[src/rtl/camera_pkg.sv]
// rtl/camera_pkg.sv - shared pixel-camera types: ADC arbiter states, defaults, controller states
package camera_pkg;

    typedef enum logic [1:0] {
        ARB_IDLE    = 2'd0,
        ARB_CONVERT = 2'd1,
        ARB_RELEASE = 2'd2
    } arb_state_t;

    localparam int DEF_DATA_W  = 8;
    localparam int DEF_TIMEOUT = 15;
    localparam int TIMER_W     = 5;

    // Readout sequencer states used by the existing camera controller
    localparam logic [2:0] CTRL_IDLE      = 3'd0;
    localparam logic [2:0] CTRL_RESET_ROW = 3'd1;
    localparam logic [2:0] CTRL_INTEGRATE = 3'd2;
    localparam logic [2:0] CTRL_READ_NRE1 = 3'd3;
    localparam logic [2:0] CTRL_READ_NRE2 = 3'd4;

endpackage

[src/rtl/rr_arb2.sv]
// rtl/rr_arb2.sv - two-way round-robin picker; last = 1 means channel 2 was served last
module rr_arb2 (
    input  logic [1:0] req,
    input  logic       last,
    output logic [1:0] pick
);

    always_comb begin
        pick = req;
        if (req == 2'b11)
            pick = last ? 2'b01 : 2'b10;
    end

endmodule

[src/rtl/adc_arbiter.sv]
// rtl/adc_arbiter.sv - shares the pixel ADC between the NRE_1/NRE_2 readout channels
module adc_arbiter
    import camera_pkg::*;
#(
    parameter int DATA_W  = DEF_DATA_W,
    parameter int TIMEOUT = DEF_TIMEOUT
) (
    input  logic              Clk,
    input  logic              Reset,
    input  logic              Req_1,
    input  logic              Req_2,
    output logic              Grant_1,
    output logic              Grant_2,
    output logic              Done_1,
    output logic              Done_2,
    output logic              Timeout,
    output logic [DATA_W-1:0] Data_out,
    output logic              Adc_start,
    input  logic              Adc_valid,
    input  logic [DATA_W-1:0] Adc_data
);

    arb_state_t          state, state_nxt;
    logic [TIMER_W-1:0]  timer, timer_nxt;
    logic                last, last_nxt;
    logic [1:0]          pick;
    logic                start_q, start_nxt;
    logic [1:0]          done_q, done_nxt;
    logic                to_q, to_nxt;
    logic [DATA_W-1:0]   data_q, data_nxt;
    logic                served_req;

    rr_arb2 u_rr_arb2 (
        .req  ({Req_2, Req_1}),
        .last (last),
        .pick (pick)
    );

    // "last" doubles as the owner of the conversion in flight
    assign served_req = last ? Req_2 : Req_1;

    always_ff @(posedge Clk) begin
        if (Reset) begin
            state   <= ARB_IDLE;
            timer   <= '0;
            last    <= 1'b1;
            start_q <= 1'b0;
            done_q  <= 2'b00;
            to_q    <= 1'b0;
            data_q  <= '0;
        end else begin
            state   <= state_nxt;
            timer   <= timer_nxt;
            last    <= last_nxt;
            start_q <= start_nxt;
            done_q  <= done_nxt;
            to_q    <= to_nxt;
            data_q  <= data_nxt;
        end
    end

    always_comb begin
        state_nxt = state;
        timer_nxt = timer;
        last_nxt  = last;
        start_nxt = 1'b0;
        done_nxt  = 2'b00;
        to_nxt    = 1'b0;
        data_nxt  = data_q;
        case (state)
            ARB_IDLE: begin
                if (pick != 2'b00) begin
                    state_nxt = ARB_CONVERT;
                    start_nxt = 1'b1;
                    timer_nxt = '0;
                    last_nxt  = pick[1];
                end
            end
            ARB_CONVERT: begin
                timer_nxt = timer + 1'b1;
                // Comparing against TIMEOUT-1 lands the abort exactly TIMEOUT edges after the start pulse
                if (Adc_valid) begin
                    data_nxt  = Adc_data;
                    done_nxt  = last ? 2'b10 : 2'b01;
                    state_nxt = ARB_RELEASE;
                end else if (timer == TIMER_W'(TIMEOUT - 1)) begin
                    data_nxt  = '1;
                    done_nxt  = last ? 2'b10 : 2'b01;
                    to_nxt    = 1'b1;
                    state_nxt = ARB_RELEASE;
                end
            end
            ARB_RELEASE: begin
                if (!served_req)
                    state_nxt = ARB_IDLE;
            end
            default: state_nxt = ARB_IDLE;
        endcase
    end

    assign Grant_1   = (state == ARB_CONVERT) && !last;
    assign Grant_2   = (state == ARB_CONVERT) && last;
    assign Done_1    = done_q[0];
    assign Done_2    = done_q[1];
    assign Timeout   = to_q;
    assign Adc_start = start_q;
    assign Data_out  = data_q;

endmodule

[config.mk]
export PLATFORM = sky130hd
export DESIGN_NAME = adc_arbiter
export DESIGN_NICKNAME = d
export VERILOG_FILES = /design/src/rtl/camera_pkg.sv /design/src/rtl/rr_arb2.sv /design/src/rtl/adc_arbiter.sv
export SDC_FILE = /design/constraint.sdc
export NUM_CORES = 1
export LEC_CHECK = 0
export ABC_AREA = 1
export CAP_MARGIN = 20
export CORE_MARGIN = 10
export CORE_UTILIZATION = 40
export DETAILED_ROUTE_END_ITERATION = 7
export PLACE_DENSITY = 0.77
export SLEW_MARGIN = 20
export SYNTH_ARGS = -nofsm -noshare
export SYNTH_HDL_FRONTEND = slang
export SYNTH_SLANG_ARGS = --single-unit
[constraint.sdc]
create_clock -name Clk -period 1.3 [get_ports Clk]
set_input_delay 0.195 -clock Clk [delete_from_list [all_inputs] [get_ports Clk]]
set_output_delay 0.195 -clock Clk [all_outputs]
set_load 0.005 [all_outputs]
# == Yosys cells after proc, flatten, opt, wreduce, memory -nomap -nowiden ==
# Cells that the tools add are included.
# op_classes
n_addsub,1
mul,0
div,0
magnitude_cmp,0
eq_ne,7
n_shift,0
muxes,17
bitwise,2
n_reduce_logical,14
# ops
operator,count
2-to-1 mux 2 bit,9
2-to-1 mux 8 bit,2
one-hot mux 5 bit (2 select lines),1
one-hot mux 2 bit (3 select lines),1
AND reduction 2 bit,3
nonzero test 2 bit,3
adder 5 x 1 -> 5 bit (second input constant),1
== test 5 x 4 -> 1 bit (second input constant),1
2-to-1 mux 5 bit,1
== test 2 bit (second input constant),2
!= test 2 bit (second input constant),2
OR reduction 2 bit,2
2-to-1 mux 1 bit,3
!= test 3 bit (second input constant),1
AND reduction 3 bit,1
OR reduction 3 bit,1
== test 2 x 1 -> 1 bit (second input constant),1
logical AND 1 bit,2
zero test 2 bit,1
inverter 1 bit,2
zero test 1 bit,1
# totals
regBits,20
latchBits,0
ramBits,0
rom_bits,0
out_inout_bits,14
elab_cells,48
mem_count,0

# == Depth between registers and ports, before layout ==
# Gate-level depths: netlist (run 1).
# depth
word_depth,5
ltp_mapped,7
depth_no_buf,7

# == By module ==
# A second synthesis (run 1) with hierarchy kept.
# hier_totals
hier_cells,130
hier_area_um2,905.9
# modules_own_cells
mod,n_inst,cells_per_inst,area_each_um2,seq_area_each_um2
adc_arbiter,1,125,884.6,400.4
rr_arb2,1,5,21.3,0.0

# == Worst setup path before layout (run 1) ==
# OpenSTA, ideal clock, no wires.
# synth_timing
path_kind,flip-flop to flip-flop
start,reg timer[0]
end,"reg data_q[0], in the netlist Data_out[0]"
arrival_ns,1.014
t_required_ns,1.173
setup_slack_ns,0.159
stages_incl_launch_ff,7
path_buffers,0
synth_period_minus_slack_ns,1.141
path_cell_list,dfxtp_1 -> inv_1 -> ha_1 -> nand2_1 -> nor2_2 -> o21ai_4 -> a21oi_1
# synth_via
elab_chain_len,3
# synth_lines
item,line,source
from (decl),adc_arbiter.sv:24,"logic [TIMER_W-1:0] timer, timer_nxt;"
from (signal assigned),adc_arbiter.sv:53,timer <= timer_nxt;
== test 5 x 4 -> 1 bit,adc_arbiter.sv:86,end else if (timer == TIMER_W'(TIMEOUT - 1)) begin
nonzero test 2 bit (no source line),n/a,
AND reduction 2 bit (no source line),n/a,
to (signal assigned),adc_arbiter.sv:58,data_q <= data_nxt;
to (decl),adc_arbiter.sv:30,"logic [DATA_W-1:0] data_q, data_nxt;"
# Every way passes these cells.
# A chain may end at the register's enable or synchronous reset.

# == Worst setup path after layout (run 1) ==
# layout_timing
start,reg state[0]
end,out Grant_1
# layout_via
elab_chain_len,2
# layout_lines
item,line,source
from (decl),adc_arbiter.sv:23,"arb_state_t state, state_nxt;"
from (signal assigned),adc_arbiter.sv:52,state <= state_nxt;
== test 2 x 1 -> 1 bit,adc_arbiter.sv:101,assign Grant_1 = (state == ARB_CONVERT) && !last;
logical AND 1 bit,adc_arbiter.sv:101,
to (decl),adc_arbiter.sv:12,"output logic Grant_1,"
# Every way passes these cells.

==> metrics.yaml, run 1 <==
placed_design:
  io_buffers: 26
  dpl.cell_count: 176
  placed_area_um2: 1240
  gp_congestion: 0.855
  dp_hpwl_um: 1710
run_status:
  status: "completed"
sta:
  hold_slack_ps: 448
  skew_ps: 6.09
  drv_slew: 0
  worst_pin_slew_ps: 271
  min_period_over_period_pct: 93.9
  hold_viol: 0
  fin_crit_ps: 1220
  fmax_ghz: 0.820
  grt_setup_unrepaired: "yes"
  max_slew_margin_pct: 81.9
  setup-violations-final: 0
floorplan:
  rows: 17
  dieArea_um2: 4590
  die_h_um: 67.8
  initial_core_util_pct: 41.6
  core_um2: 2190
  pin_count: 27
  die_w_um: 67.8
critical_path:
  end_kind: "output pin"
  r2r_cells: 5
  start_kind: "flip-flop"
  cp.required_ps: 1110
  cp_max_fo: 3
  cp.arrival_ps: 1030
  setup.worst_path.class: "flip-flop to output pin"
drt:
  via_count: 887
  firstDrtPassIters: 4
  drc: 0
  avgRoutedWirePerCell_um: 12.0
  drt_wl_total_um: 2190
  antenna_left: 0
  drtIter0Drc: 45
  detail_route.vias_per_cell: 4.87
power:
  leakage_nw: 0.586
  vdd_drop_max_mv: 0.645
  p_per_area_nw_per_um2: 1040
grt:
  grt_antenna_before_repair: 0
  grt_max_degree: 16
  grt_first_pass_wirelength_um: 3910
  grt_pass1_vias: 925
  grt_use_total_pct: 10.7
  gr-total-overflow: 0
logic_synthesis:
  synth_xor_area_share_pct: 0
  synth_mux_area_share_pct: 0
  synth_top_family_by_area: "simple AND/OR/NAND/NOR gates"
  syn_area_um2: 912
  postSynthAreaPerCell_um2: 7.80
  synthesis.nets: 132
  yosys.area.top_type: "dfxtp_1"
  synth_cell_type_count: 22
  yosys_warnings: 0
  synth_area_leaders: "dfxtp_1 (44%), nand2_1 (9.5%), a21oi_1 (7.7%)"
  synth_compound_area_share_pct: 12.5
  yosysSeqAreaShare_pct: 43.9
  syn_inst: 117
  synth-adder-area-share_pct: 2.74
  yosysTopAreaCellShare_pct: 43.9
  ys_ff_latch: 20
  synthSimpleGateAreaFrac_pct: 29.5
clock_network:
  cts_buffers: 3
  cts_tree: "built"
  clk_pin_slew_ps: 110
  cts_sinks: 20
  cts_root_buffer: "clkbuf_4"
  htree_levels: 1
  clkLatencyLatePin_ps: 290
  cts_buffer_depth: 2
cells_and_area:
  instances_no_fill: 182
  nNetsFinal: 170
  syn_to_final_growth_pct: 40.3
  layout_commonest_cell: "nand2_1"
  finalInstanceArea_um2: 1280
  diodes: 0
  final_cell_mix: "nand2_1 (23), inv_1 (17), dfxtp_1 (15)"
  n_fill_cell: 225
  drive_above_1_share_pct: 20.8
flow_run:
  maxCapViolCount: 0
hold_path:
  holdCritPathClass: "flip-flop to flip-flop"
  holdPathStages: 2
[through the flow]
step / TNS [ps] / setup slack (ps) / power (mW) / util [%]
finish: 0 / 79.9 / 1.33 / 58.4
floorplan: 0 / 159 / 0.835 / -
global placement: 0 / 11.3 / 0.993 / 56.7
CTS: 0 / 62.8 / 1.34 / 57.8
detailed placement: 0 / 0.873 / 0.998 / 56.7
global route: -42.3 / -21.6 / 1.42 / 58.4
[flip-flops by register name, summed over array words and instances (netlist names)]
register,count
last,1
Adc_start,1
Timeout,1
Data_out,8
done_q,2
state,2
timer,5
[cells in the mapped netlist]
cell type and number:
nand3_1 7, dfxtp_1 20, nor2_1 4, inv_1 18, ha_1 2, o21ai_4 1
nor3_1 2, nor2_4 1, o21ai_0 3, o22ai_1 1, a21oi_1 14, buf_6 2
nand2_1 23, inv_2 1, or2_2 1, nor4_1 1, a31oi_1 1, nor2_2 1
nand3b_1 8, buf_2 2, nand4_1 2, nand3_2 2
[report_power, final]
group,total [mW],switching (mW),leakage [nW],internal [mW]
Clock,0.352,0.181,0.0210,0.171
Combinational,0.295,0.147,0.400,0.149
Sequential,0.679,0.0210,0.165,0.658
[cell families after synthesis]
logic type      after synthesis
simple gates                 52
flops                        20
compound gates               20
fa+ha+maj                     2
buf+inv                      23
[per-layer routing]
| layer | global-route usage (%) | part of all wire [%] | vias up |
|---|---|---|---|
| met3 | 3.64 | 7.5 | 2 |
| li1 | - | - | 456 |
| met4 | 5.13 | 0.46 | 0 |
| met5 | 0 | 0 | - |
| met2 | 17.8 | 45 | 27 |
| met1 | 11.9 | 47 | 402 |
[final timing paths]
path | startpoint | end | slack [ps]
max | state[0] | Grant_1 | 80
min reg2reg | Data_out[3] | Data_out[3] | 450
min | Data_out[3] | Data_out[3] | 450
max reg2reg | timer[0] | timer[2] | 80
[critical path: stages, from the launching register on]
cell,delay [ps]
dfxtp_2,350
inv_2,50
nor2_4,80
inv_2,50
nor2_1,90
buf_2,120
[timing repair]
action,CTS,global route
gates resized for setup,24,4
endpoints found under the setup margin,14,8
buffers inserted,1,1
pin swaps,0,2
hold buffers,0,0
[cell type report]
| type | instances | area, um2 | area share (%) |
|---|---|---|---|
| clock buffers | 4 | 36.3 | 2.83 |
| flip-flops and latches | 20 | 407 | 31.8 |
| well taps | 28 | 35.0 | 2.74 |
| multi-input cells | 74 | 413 | 32.3 |
| inverters | 19 | 71.3 | 5.57 |
| repair buffers | 37 | 318 | 24.8 |
Note: power is estimated with default switching activity, not from simulation.
==> run 2, diff against run 1 <==
CORE_MARGIN = 3   (was 10)
GPL_TIMING_DRIVEN = 1   (was unset)
SLEW_MARGIN = 25   (was 20)
==> run 2 against run 1 <==
  * Final area grew 0.20%
  * Register-to-register slack better by 20 ps
  * Count of clock-buffer cells in the layout down 1
  * Power fell by 5.0%
  * Sequential power barely moved
  * Flip-flop and latch count unchanged
  * Combinational power is essentially flat
  * Via count is 2.0% lower
  * Sequential share of layout area is 0.43 points higher
  * Die area shrank 37%
  * Cell count is 1.1% lower
  * Routed wire length is 4.9% lower
  * Largest cell class unchanged
==> metrics.yaml, run 2 (same netlist as run 1, synthesis figures left out) <==
critical_path:
  start_kind: "flip-flop"
  setup.worst_path.class: "flip-flop to output pin"
  end_kind: "output pin"
  reg2reg_to: "timer[2]"
  cp_max_fo: 3
  worstReg2RegStart: "timer[0]"
  cp.required_ps: 1110
  r2r_cells: 5
  cp.arrival_ps: 1020
  rrSetupSlack_ps: 100
drt:
  antenna_left: 0
  firstDrtPassIters: 4
  detail_route.vias_per_cell: 4.83
  via_count: 869
  drc: 0
  avgRoutedWirePerCell_um: 11.6
  drtIter0Drc: 9
  drt_wl_total_um: 2080
grt:
  grt_max_degree: 16
  gr-total-overflow: 0
  grt_use_total_pct: 15.2
  grt_pass1_vias: 761
  grt_first_pass_wirelength_um: 3240
  grt_antenna_before_repair: 0
sta:
  worst_pin_slew_ps: 319
  skew_ps: 5.05
  setup-violations-final: 0
  fin_crit_ps: 1210
  drv_slew: 0
  hold_slack_ps: 447
  min_period_over_period_pct: 93.1
  max_slew_margin_pct: 78.7
  hold_viol: 0
  fmax_ghz: 0.826
clock_network:
  clkLatencyLatePin_ps: 300
  cts_buffer_depth: 2
  postCtsHoldBufs: 0
  cts_sinks: 20
  clk_pin_slew_ps: 110
  htree_levels: 1
  cts_tree: "built"
  cts_root_buffer: "clkbuf_4"
  cts_buffers: 3
power:
  leakage_nw: 0.579
  vdd_drop_max_mv: 0.771
  p_per_area_nw_per_um2: 982
hold_path:
  hold_start: "Data_out[6]"
  holdPathStages: 2
  hold_end: "Data_out[6]"
  holdCritPathClass: "flip-flop to flip-flop"
floorplan:
  dieArea_um2: 2890
  die_w_um: 53.8
  die_h_um: 53.8
  core_um2: 2060
  pin_count: 27
  rows: 16
  initial_core_util_pct: 44.2
cells_and_area:
  nNetsFinal: 170
  drive_above_1_share_pct: 22.9
  layout_commonest_cell: "nand2_1"
  finalInstanceArea_um2: 1280
  final_cell_mix: "nand2_1 (23), inv_1 (17), a21oi_1 (14)"
  syn_to_final_growth_pct: 40.6
  diodes: 0
  largest_reg_flops: 8
placed_design:
  gp_congestion: 0.841
  dp_hpwl_um: 1530
  placed_area_um2: 1250
  io_buffers: 26
run_status:
  status: "completed"
flow_run:
  maxCapViolCount: 0
run 2: cell count changes in the layout (fill, tap and decap cells not counted):
cell,previous run,this run
nor2_2,3,1
buf_4,11,10
clkbuf_8,1,0
dfxtp_2,5,10
dfxtp_1,15,10
o21ai_4,1,2
nor2_1,2,3
nor2_4,1,2
run 2: worst max path at each step:
stage / from / end / depth (start not counted)
final: state[0] / Grant_2 / 5
after global routing: timer[0] / state[0] / 7
after CTS: state[0] / Grant_2 / 5
after detailed placement: state[0] / Grant_2 / 5
after global placement: state[0] / Grant_1 / 5
after floorplan: timer[0] / Data_out[0] / 6
run 2: metrics by stage:
| step | utilization, % | setup slack [ps] | total power [mW] | std cells | setup TNS, ps |
|---|---|---|---|---|---|
| floorplan | - | 159 | 0.835 | 117 | 0 |
| global placement | 60.6 | 22.3 | 0.990 | 176 | 0 |
| detailed placement | 60.6 | 0.594 | 0.997 | 176 | 0 |
| CTS | 61.3 | -26.7 | 1.27 | 179 | -26.7 |
| global route | 62.2 | -5.27 | 1.33 | 180 | -5.27 |
| finish | 62.2 | 89.6 | 1.26 | 180 | 0 |
run 2: area by class of cell:
type                       instances  area [um2]
multi-input combinational         75         432
clock buffer                       3        22.5
tap                               27        33.8
fill                             196         779
inverter                          19        71.3
sequential                        20         413
timing repair buffer              36         310
run 2: critical path, cell delays in order (launching register included):
cell and delay (ps):
dfxtp_2 350, inv_2 50, nor2_4 80, inv_2 50, nor2_1 90, buf_2 110
run 2: per-layer routing:
metal / share of wire [%] / vias to the layer above / wire length, um / GRT usage, %
li1: - / 454 / - / -
met3: 7.7 / 2 / 161 / 2.49
met4: 0.72 / 0 / 15 / 6.38
met5: 0 / - / 0 / 0
met2: 44 / 28 / 916 / 23.8
met1: 47 / 385 / 985 / 20.4
run 2: where the power goes:
| part | switching, mW | leakage [nW] | internal [mW] |
|---|---|---|---|
| clock network | 0.177 | 0.0138 | 0.108 |
| registers | 0.0214 | 0.168 | 0.660 |
| logic | 0.150 | 0.398 | 0.143 |
| total | 0.348 | 0.579 | 0.911 |
run 2: repair_timing:
action | in CTS | in global routing
setup endpoints to repair | 14 | 12
setup buffers | 0 | 0
gates cloned | 0 | 1
endpoints found under the hold margin | 0 | 0
gates resized for setup | 28 | 6
pin swaps | 0 | 2
==> run 3, diff against run 2 <==
CAP_MARGIN = unset   (was 20)
clock period = 1.47 ns   (was 1.3 ns; I/O delays follow)
==> run 3 against run 2 <==
  * Clock power increased by 9.5%
  * Die area unchanged
  * Count of clock-buffer cells in the layout increased by 1
  * Via count increased by 0.35%
  * First-iteration DRC count increased to 2.6 times the previous value
  * Sequential power decreased by 11%
  * Critical path depth decreased by 4
  * Routed wire length decreased by 4.5%
  * Largest power group unchanged
  * Final area decreased by 2.7%
  * Cell count decreased by 2.8%
  * Global-route usage decreased by 0.78 points
  * Combinational power decreased by 17%
  * Critical path type unchanged
==> metrics.yaml, run 3 (same netlist as run 1, synthesis figures left out) <==
run_status:
  status: "completed"
sta:
  worst_slack_ps: 107
  hold_slack_ps: 450
  grt_setup_unrepaired: "no"
  skew_ps: 0.746
  fmax_ghz: 0.734
  min_period_over_period_pct: 92.7
  drv_slew: 0
  worst_pin_slew_ps: 258
  fin_crit_ps: 1360
  setup-violations-final: 0
  hold_viol: 0
  setup_tns_ps: 0
  max_slew_margin_pct: 82.8
floorplan:
  pin_count: 27
  rows: 16
  core_um2: 2060
  die_w_um: 53.8
  initial_core_util_pct: 44.2
  die_h_um: 53.8
  dieArea_um2: 2890
flow_run:
  maxCapViolCount: 0
critical_path:
  critical_path.slowest_cell: "clkdlybuf4s50_1"
  cp_num_buf_inv: 1
  start_kind: "flip-flop"
  reg2reg_to: "Data_out[3]"
  r2r_cells: 6
  cp.required_ps: 1250
  cp_max_fo: 2
  slowest_delay_ps: 500
  worstReg2RegStart: "timer[0]"
  cp.arrival_ps: 1140
  cp_top_family: "buffers and inverters"
  crit_start: "Data_out[2]"
  cp_cell_sequence: "clkdlybuf4s50_1"
  setup.worst_path.class: "flip-flop to output pin"
  end_kind: "output pin"
  rrSetupSlack_ps: 160
drt:
  firstDrtPassIters: 4
  antenna_left: 0
  drt_wl_total_um: 1990
  drc: 0
  detail_route.vias_per_cell: 4.98
  drtIter0Drc: 23
  via_count: 872
  avgRoutedWirePerCell_um: 11.3
cells_and_area:
  largest_reg_flops: 8
  finalInstanceArea_um2: 1250
  nNetsFinal: 164
  final_cell_mix: "clkdlybuf4s50_1 (24), nand2_1 (23), dfxtp_1 (17), inv_1 (17), a21oi_1 (14)"
  diodes: 0
  final_util_pct: 60.5
  drive_above_1_share_pct: 14.2
  layout_commonest_cell: "clkdlybuf4s50_1"
  syn_to_final_growth_pct: 36.8
  instances_no_fill: 175
clock_network:
  htree_levels: 1
  cts_buffer_depth: 2
  postCtsHoldBufs: 0
  cts_buffers: 3
  cts_sinks: 20
  clk_pin_slew_ps: 110
  cts_tree: "built"
  postCtsSetupBuffers: 0
  cts_root_buffer: "clkbuf_4"
  clkLatencyLatePin_ps: 290
hold_path:
  hold_start: "Data_out[5]"
  holdPathStages: 2
  holdCritPathClass: "flip-flop to flip-flop"
  hold_end: "Data_out[5]"
power:
  p_per_area_nw_per_um2: 931
  power_mw: 1.16
  leakage_nw: 0.501
  vdd_drop_max_mv: 0.638
placed_design:
  dp_worst_setup_slack_ps: 84.9
  dpl.cell_count: 170
  gp_congestion: 0.814
  io_buffers: 26
  dp_hpwl_um: 1470
  placed_area_um2: 1200
grt:
  grt_max_degree: 16
  grt_first_pass_wirelength_um: 3120
  grt_use_total_pct: 14.4
  grt_antenna_before_repair: 0
  gr-total-overflow: 0
  grt_pass1_vias: 755
-- run 3: final cells by class --
type,instances,area [um2]
Tap cell,27,33.8
Sequential cell,20,404
Multi-Input combinational cell,75,417
Clock buffer,4,36.3
Fill cell,190,815
Inverter,19,71.3
Timing Repair Buffer,30,285
-- run 3: repair_timing --
action                     in CTS  in global routing
pin swaps                       0                  1
hold endpoints to repair        0                  0
gates cloned                    0                  1
gates resized for setup         6                  3
setup endpoints to repair       2                  9
-- run 3: power by group --
| group | internal [mW] | switching [mW] |
|---|---|---|
| Combinational | 0.123 | 0.119 |
| Sequential | 0.581 | 0.0267 |
| Clock | 0.151 | 0.161 |
| Total | 0.855 | 0.307 |
-- run 3: how the worst max path moves through the flow --
stage                  end  slack (ps)  cells after the start
2_1_floorplan  Data_out[0]         330                      6
3_3_place_gp       Grant_2         120                      3
3_5_place_dp       Grant_2          80                      5
4_1_cts            Grant_2          60                      5
5_1_grt           state[0]           9                      7
6_report       Data_out[2]         110                      1
-- run 3: layer usage --
metal	GRT usage, %	routed length, um	vias up
li1	-	-	447
met3	2.22	151	2
met5	0	0	-
met1	17.8	923	394
met4	5.11	21	0
met2	25.0	889	29
==> patch, RTL diff (config.mk and constraints of run 3) <==
Re-encode `arb_state_t` (3 states) as one-hot, 3 bits wide.
--- a/src/rtl/camera_pkg.sv
+++ b/src/rtl/camera_pkg.sv
@@ -3,6 +3,6 @@
 
-    typedef enum logic [1:0] {
-        ARB_IDLE    = 2'd0,
-        ARB_CONVERT = 2'd1,
-        ARB_RELEASE = 2'd2
+    typedef enum logic [2:0] {
+        ARB_IDLE    = 3'b001,
+        ARB_CONVERT = 3'b010,
+        ARB_RELEASE = 3'b100
     } arb_state_t;
Formal check against the unedited RTL: same outputs for any inputs over 10 cycles, from zero or initial values and one cycle with Reset high; not proved beyond that.
==> patch against run 3 <==
- sequential cell count up 1
- power grew 2.8%
- sequential share of layout area decreased by 0.20 points
- die area rose by 5.0%
- global-route usage increased by 0.93 points
- setup slack worse by 0.024 ns
- fmax shrank 1.8%
- largest cell class is now registers
- cell count grew 12%
- wire length rose by 5.7%
- cell area increased by 5.6%
- critical path type unchanged
- synthesized area increased by 5.6%
- critical endpoint is now Grant_1
==> patch: results (changes against run 3) <==
| Metric | Value |
|---|---|
| Crit path DAT | 1.17 ns (was 1.14 ns) |
| Slowest library cell on the worst path | dfxtp_2 (was clkdlybuf4s50_1) |
| Leak | 0.610 nW (was 0.501 nW) |
| Nets@finish | 184 (was 164) |
| Synth Warn # | 0 (unchanged) |
| Reg2reg start | timer[0] (unchanged) |
| Worst Hold Slack | 0.448 ns (was 0.450 ns) |
| Worst Hold Endpoint | Data_out[0] (was Data_out[5]) |
| Synth Flop Type | dfxtp_1 (unchanged) |
| Final Non-Filler Cells | 196 (was 175) |
| Routed length per instance | 10.7 um (was 11.3 um) |
| Min-delay src | Data_out[0] (was Data_out[5]) |
| Gr usage total | 0.153 (was 0.144) |
| Critical path fanouts, max | 3 (was 2) |
| Initial antenna violation count | 0 (unchanged) |
| Syn Area/Cell | 7.14 um^2 (was 7.80 um^2) |
| RePlAce Congestion | 0.840 (was 0.814) |
| Unique cell type count in the Yosys netlist | 19 (was 22) |
| DP Area | 1280 um^2 (was 1200 um^2) |
| Crit-path max cell delay | 0.36 ns (was 0.50 ns) |
| RR Endpoint | state[2] (was Data_out[3]) |
| Clock Tree Buf Depth | 2 (unchanged) |
| Area contributors post-synth | dfxtp_1 (44%), inv_1 (12%), nand2_1 (12%) (was dfxtp_1 (44%), nand2_1 (9.5%), a21oi_1 (7.7%)) |
| Drt initial violations | 11 (was 23) |
| Worst reg2reg setup slack | 0.20 ns (was 0.16 ns) |
| Clk slew on worst S/H paths | 0.11 ns (about the same) |
| CTS buffer count | 3 (unchanged) |
| Register area share after synthesis | 0.436 (was 0.439) |
| Final number of max-transition violations | 0 (unchanged) |
| DR vias | 885 (was 872) |
| Hold Path Class | reg -> reg (unchanged) |
| Crit path max-delay family | flip-flops (was buffers and inverters) |
| Worst-Margin Slew | 0.233 ns (was 0.258 ns) |
| Largest net degree at the start of global routing | 13 (was 16) |
| Pre-CTS WS | 0.0875 ns (was 0.0849 ns) |
| Max rail drop VDD | 551 uV (was 638 uV) |
| Post-synthesis async set-or-reset flop share | 0 (unchanged) |
| Status | complete, no violations (unchanged) |
| Switching Power | 0.353 mW (was 0.307 mW) |
| Clk Latency, worst-skew pair | 0.31 ns (was 0.29 ns) |
| Buffers on Ports | 26 (unchanged) |
| HPWL Detailed | 1600 um (was 1470 um) |
| Syn Nets | 150 (was 132) |
| Number of flip-flops in the largest register | 8 (unchanged) |
| H-tree depth | 1 (unchanged) |
| Worst r2r path cells | 6 (unchanged) |
| First-pass GRT wire length | 3260 um (was 3120 um) |
| Commonest cells post-synth | inv_1 (32), nand2_1 (32), dfxtp_1 (21) (was nand2_1 (23), dfxtp_1 (20), inv_1 (18)) |
| Layout Skew | 0.00592 ns (was 0.000746 ns) |
| Fill count | 230 (was 190) |
| Vias in the first global route | 789 (was 755) |
| Hold Crit Depth | 2 (unchanged) |
| Dpl cells | 191 (was 170) |
| Share of cells above drive strength 1 | 0.119 (was 0.142) |
| Root Driver | clkbuf_4 (unchanged) |
-- patch: layout make-up --
class,count,area [um^2],area share
flip-flops and latches,21,424,0.322
multi-input cells,80,414,0.314
repair buffers,30,288,0.218
inverters,33,129,0.0978
well taps,28,35.0,0.0266
clock buffers,3,22.5,0.0171
clock inverters,1,5.00,0.00380
-- patch: metal layers --
layer  part of all wire  global-route usage
met5                  0                   0
met4              0.024              0.0850
met3              0.042              0.0268
met1               0.45               0.186
met2               0.48               0.254
-- patch: what timing repair did --
action | CTS | global route
resized for setup | 6 | 0
buffers inserted | 1 | 0
hold buffers | 0 | 0
setup endpoints to repair | 2 | 0
-- patch: worst max path at each step --
stage / startpoint / slack, ns / to / cells after the start
floorplan: timer[0] / 0.37 / Data_out[0] / 6
global placement: Req_1 / 0.12 / timer[4] / 8
detailed placement: Req_1 / 0.09 / timer[4] / 8
CTS: state[2] / 0.06 / Grant_1 / 4
global route: state[2] / 0.01 / Grant_1 / 4
finish: state[2] / 0.08 / Grant_1 / 4
-- patch: worst reg2reg max path: stages (launching register included) --
cell,delay [ns]
dfxtp_1,0.43
inv_1,0.07
ha_1,0.20
nand4_1,0.13
nand2_1,0.12
nand2_4,0.13
a21oi_1,0.08
-- patch: cell families after synthesis --
group | count (synthesis) | share of synthesized area
AND/OR/NAND/NOR | 58 | 0.288
buffers and inverters | 34 | 0.139
flip-flops | 21 | 0.436
AO/OA/AOI/OAI | 20 | 0.110
adder cells (fa/ha/maj) | 2 | 0.0260
-- patch: power groups by stage --
stage / registers (mW) / clock network (mW) / logic [mW]
floorplan: 0.650 / 0 / 0.154
global placement: 0.651 / 0 / 0.260
CTS: 0.646 / 0.286 / 0.273
global route: 0.653 / 0.299 / 0.303
detailed placement: 0.655 / 0 / 0.266
finish: 0.647 / 0.275 / 0.272
